`config.mk`:
```
export PLATFORM = sky130hd
export DESIGN_NAME = fns_dec_iter
export DESIGN_NICKNAME = d
export VERILOG_FILES = /design/src/rtl/fns_pkg.sv /design/src/rtl/fns_weight_step.sv /design/src/rtl/fns_dec_iter.sv
export SDC_FILE = /design/constraint.sdc
export NUM_CORES = 1
export LEC_CHECK = 0
export ABC_AREA = 1
export CORE_MARGIN = 5
export CORE_UTILIZATION = 25
export DETAILED_ROUTE_END_ITERATION = 10
export PLACE_DENSITY = 0.41
export SLEW_MARGIN = 20
export SYNTH_ARGS = -nofsm -noshare
export SYNTH_HDL_FRONTEND = slang
export SYNTH_SLANG_ARGS = --single-unit
export TNS_END_PERCENT = 1
```
`constraint.sdc`:
```
create_clock -name clk -period 8.8 [get_ports clk]
set_input_delay 0.88 -clock clk [delete_from_list [all_inputs] [get_ports clk]]
set_output_delay 0.88 -clock clk [all_outputs]
set_load 0.1 [all_outputs]
```
`src/rtl/fns_pkg.sv`:
```
// rtl/fns_pkg.sv - shared constants, state type and weight helpers for the FNS decoder
package fns_pkg;

    localparam int CW_MIN  = 4;
    localparam int CW_MAX  = 64;
    localparam int BPC_MIN = 1;

    typedef enum logic [1:0] {
        ST_IDLE = 2'd0,
        ST_BUSY = 2'd1,
        ST_DONE = 2'd2
    } fns_state_e;

    // W(0)=1, W(1)=1, W(k)=W(k-1)+W(k-2)
    function automatic logic [63:0] fns_weight(input int k);
        logic [63:0] a;
        logic [63:0] b;
        logic [63:0] t;
        a = 64'd1;
        b = 64'd1;
        for (int i = 0; i < k; i++) begin
            t = a + b;
            a = b;
            b = t;
        end
        return a;
    endfunction

    // Sum of W(0..cw-1) equals W(cw+1)-1; return the bit width of that value
    function automatic int fns_dw(input int cw);
        logic [63:0] v;
        int n;
        v = fns_weight(cw + 1) - 64'd1;
        n = 1;
        for (int i = 0; i < 64; i++) begin
            if ((v >> i) != 64'd0) n = i + 1;
        end
        return n;
    endfunction

endpackage

```
`src/rtl/fns_weight_step.sv`:
```
// rtl/fns_weight_step.sv - expands a running Fibonacci weight pair into BPC per-bit weights
module fns_weight_step #(
    parameter int BPC = 4,
    parameter int WW  = 20
) (
    input  logic [WW-1:0]          w0,
    input  logic [WW-1:0]          w1,
    output logic [BPC-1:0][WW-1:0] wbit,
    output logic [WW-1:0]          nw0,
    output logic [WW-1:0]          nw1
);

    always_comb begin
        logic [WW-1:0] a;
        logic [WW-1:0] b;
        logic [WW-1:0] t;
        wbit = '0;
        a    = w0;
        b    = w1;
        for (int i = 0; i < BPC; i++) begin
            wbit[i] = a;
            t       = a + b;
            a       = b;
            b       = t;
        end
        nw0 = a;
        nw1 = b;
    end

endmodule

```
`src/rtl/fns_dec_iter.sv`:
```
// rtl/fns_dec_iter.sv - iterative Fibonacci-number-system codeword decoder, BPC bits per cycle
module fns_dec_iter
    import fns_pkg::*;
#(
    parameter int CW  = 28,
    parameter int BPC = 4,
    localparam int DW    = fns_dw(CW),
    localparam int NBEAT = (CW + BPC - 1) / BPC
) (
    input  logic          clk,
    input  logic          rst_n,
    input  logic          in_valid,
    output logic          in_ready,
    input  logic [CW-1:0] code_in,
    output logic          out_valid,
    input  logic          out_ready,
    output logic [DW-1:0] data_out,
    output logic          nc_out
);

    localparam int SW  = NBEAT * BPC;
    localparam int BCW = $clog2(NBEAT + 1);

    if (CW < CW_MIN || CW > CW_MAX || BPC < BPC_MIN || BPC > CW) begin : g_param_check
        $error("fns_dec_iter: CW or BPC outside legal range");
    end

    fns_state_e            state;
    fns_state_e            state_nx;
    logic [SW-1:0]         shreg;
    logic [DW-1:0]         acc;
    logic [DW-1:0]         w0;
    logic [DW-1:0]         w1;
    logic [BCW-1:0]        beat;
    logic                  nc;
    logic [BPC-1:0][DW-1:0] wbit;
    logic [DW-1:0]         nw0;
    logic [DW-1:0]         nw1;
    logic [DW-1:0]         beat_sum;
    logic                  last_beat;

    fns_weight_step #(
        .BPC (BPC),
        .WW  (DW)
    ) u_step (
        .w0   (w0),
        .w1   (w1),
        .wbit (wbit),
        .nw0  (nw0),
        .nw1  (nw1)
    );

    assign last_beat = (beat == BCW'(NBEAT - 1));

    always_comb begin
        beat_sum = '0;
        for (int i = 0; i < BPC; i++) begin
            if (shreg[i]) beat_sum = beat_sum + wbit[i];
        end
    end

    always_ff @(posedge clk or negedge rst_n) begin
        if (!rst_n) state <= ST_IDLE;
        else        state <= state_nx;
    end

    always_comb begin
        state_nx = state;
        case (state)
            ST_IDLE: if (in_valid)  state_nx = ST_BUSY;
            ST_BUSY: if (last_beat) state_nx = ST_DONE;
            ST_DONE: if (out_ready) state_nx = ST_IDLE;
            default:                state_nx = ST_IDLE;
        endcase
    end

    // Padding above CW in the shift register is zero, so the last beat adds nothing extra
    always_ff @(posedge clk or negedge rst_n) begin
        if (!rst_n) begin
            shreg <= '0;
            acc   <= '0;
            w0    <= '0;
            w1    <= '0;
            beat  <= '0;
            nc    <= 1'b0;
        end else begin
            case (state)
                ST_IDLE: begin
                    if (in_valid) begin
                        shreg <= SW'(code_in);
                        acc   <= '0;
                        w0    <= DW'(1);
                        w1    <= DW'(1);
                        beat  <= '0;
                        nc    <= |(code_in[CW-2:0] & code_in[CW-1:1]);
                    end
                end
                ST_BUSY: begin
                    acc   <= acc + beat_sum;
                    shreg <= shreg >> BPC;
                    w0    <= nw0;
                    w1    <= nw1;
                    beat  <= beat + BCW'(1);
                end
                default: ;
            endcase
        end
    end

    assign in_ready  = (state == ST_IDLE);
    assign out_valid = (state == ST_DONE);
    assign data_out  = acc;
    assign nc_out    = nc;

endmodule

```
==> results.toml <==
[cts]
cts_resized = 0
clk_path_buf_depth = 2
cts.clk_slew.worst_paths_ns = 0.08
root_buffer = "clkbuf_16"
cts_made_buffers = 9
clock_latency_ns = 0.39
cts_hold_buf = 0
clock-sinks = 94
cts_tree = "built"
h-tree-depth = 3
post_cts.repair.setup_buffers = 0

[worst_setup_path]
crit_end = "data_out[19]$_DFFE_PN0P_"
reg2reg_slack_ns = 0.79
r2r-start = "shreg[0]$_DFFE_PN0P_"
crit_buf_inv = 3
end_kind = "flip-flop"
cp_top_family = "simple AND/OR/NAND/NOR gates"
r2r_cells = 41
arrival_ns = 8.28
worstReg2RegEnd = "data_out[19]$_DFFE_PN0P_"
crit_slowest_cell = "o21ai_0"
cpMostUsedCell = "nand2_1"
crit_path_max_incr_delay_ns = 0.57
crit_required_ns = 9.08
cp.depth = 41
crit_start = "shreg[0]$_DFFE_PN0P_"
startpoint_type = "flip-flop"
crit_type = "reg2reg"
crit_fanout = 29

[routing]
ant_nets = 0
first_pass_iters = 5
drtIter0Drc = 638
vias = 11900
routedWlPerCell_microns = 17.7
drt-total-wl_mm = 43.0
drcViolationCount = 0
viasPerCell = 4.89

[yosys]
synth_edf_count = 0
synth-seq-cells = 94
synth_xor_area_frac = 0.0757
seq_area_frac_synth = 0.197
synth.top_cell.area_share = 0.197
synth-async-reset-ratio = 1.00
synth_area_leaders = "dfrtp_1 20%, ha_1 16%, nand2_1 14%, o21ai_0 7.6%, a21oi_1 7.0%"
postSynthCellCount = 1771
syn_nets = 1960
synth_fa_ha_area_frac = 0.170
synth_cell_type_count = 56
synth_top_family_by_area = "simple AND/OR/NAND/NOR gates"
muxShareOfSynthArea = 0
synth-compound-area-share = 0.232
synth_top_cell_by_area = "dfrtp_1"
synthFlopType = "dfrtp_1"
yosys.area_share.simple = 0.257
synth_area_sq_um = 11900
yosys_warnings = 0
avgSynthCellArea_sq_um = 6.73

[min_path]
hold_path_class = "in2async"

[sta]
drv_slew = 0
hold_viol = 0
holdWs_ns = 0.436
finalCriticalPeriod_ns = 8.01
timing.fmax_mhz = 125
relSlewSlack = 0.320
rsz0062_at_grt = "no"
worst-slew-pin-transition_ns = 1.02
tns_ns = 0
setup_viol = 0
finalCritPeriodShare = 0.910
skew_ns = 0.0240

[place]
placed_cell_area_sq_um = 13200
hpwl_mm = 36.1
finalWeightedCongestion = 0.888
io_buffers = 54

[floorplanning]
die_area_sq_um = 52200
row_count = 80
start_util = 0.251
die_h_microns = 228
coreArea_sq_um = 47400
die_x_microns = 228
ios = 55

[global_route]
antenna_found_initial = 0
grt_max_degree = 66
grtUsageMet1 = 0.218
first_global_vias = 12063
met3_usage = 0.0140
grt_pass1_wl_mm = 66.7
grtUsageMet2 = 0.275
gr-total-overflow = 0
grt_util_all_layers = 0.162
busiest_layer = "met2"

[finish]
num-nets-final = 2000
area_delta_synth_final_pct = 13.1
final_common_cell = "nand2_1"
fin_area_sq_um = 13500
fillers = 5299
final_cell_mix = "451 x nand2_1, 181 x o21ai_0, 176 x inv_1, 166 x a21oi_1, 149 x ha_1"
drive_gt1_frac = 0.0385

[run_status]
status = "finished clean"

[job]
drv_cap = 0
## cell type report
class,instances,area [sq um],area share
antenna,1,2.50,0.000185
clock buffer,9,225,0.0167
clock inverter,7,76.3,0.00566
inverter,178,668,0.0495
multi-input combinational,1462,8770,0.650
sequential,94,2350,0.174
tap,615,769,0.0570
timing repair buffer,66,628,0.0466
## state kept, by name (all words and copies together), names as in the netlist
| register | count |
|---|---|
| state | 2 |
| nc_out | 1 |
| shreg | 28 |
| beat | 3 |
| w0 | 20 |
| w1 | 20 |
| data_out | 20 |
## how the worst min path moves through the flow
stage	end	start
finish	shreg[13]$_DFFE_PN0P_	rst_n
global route	shreg[13]$_DFFE_PN0P_	rst_n
CTS	shreg[13]$_DFFE_PN0P_	rst_n
detailed placement	beat[2]$_DFFE_PN0P_	beat[2]$_DFFE_PN0P_
global placement	beat[2]$_DFFE_PN0P_	beat[2]$_DFFE_PN0P_
floorplan	beat[2]$_DFFE_PN0P_	beat[2]$_DFFE_PN0P_
## cells in the mapped netlist, types with 27 or more instances
library cell and instances:
nand3_1 80, o211ai_1 34, ha_1 149, xnor2_1 49
nand2_1 451, dfrtp_1 94, xor2_1 54, inv_1 176
a21oi_1 166, clkbuf_1 27, o21ai_0 181, nor2_1 97
## cells by family after synthesis
kind of cell / Yosys count
XOR/XNOR: 103
adder cells (fa/ha/maj): 157
flip-flops: 94
AO/OA/AOI/OAI: 485
buffers and inverters: 215
AND/OR/NAND/NOR: 717
## layer usage
metal / up-vias / share of wire / wire length, microns
met5: - / 0 / 0
li1: 6137 / - / -
met3: 48 / 0.022 / 931
met1: 5540 / 0.48 / 20900
met2: 175 / 0.47 / 20200
met4: 0 / 0.025 / 1100
## metrics by stage
stage / std cells / setup WS [ns] / util
final: 2432 / 0.792 / 0.284
after global routing: 2431 / 0.135 / 0.284
after CTS: 2431 / 0.640 / 0.284
after detailed placement: 2415 / 0.671 / 0.278
after global placement: 2415 / 0.732 / 0.278
after floorplan: 1771 / 2.04 / -
Power is left out: the tool's default activity adds up to more than one toggle a clock period on the data nets, which glitch-free logic cannot reach.
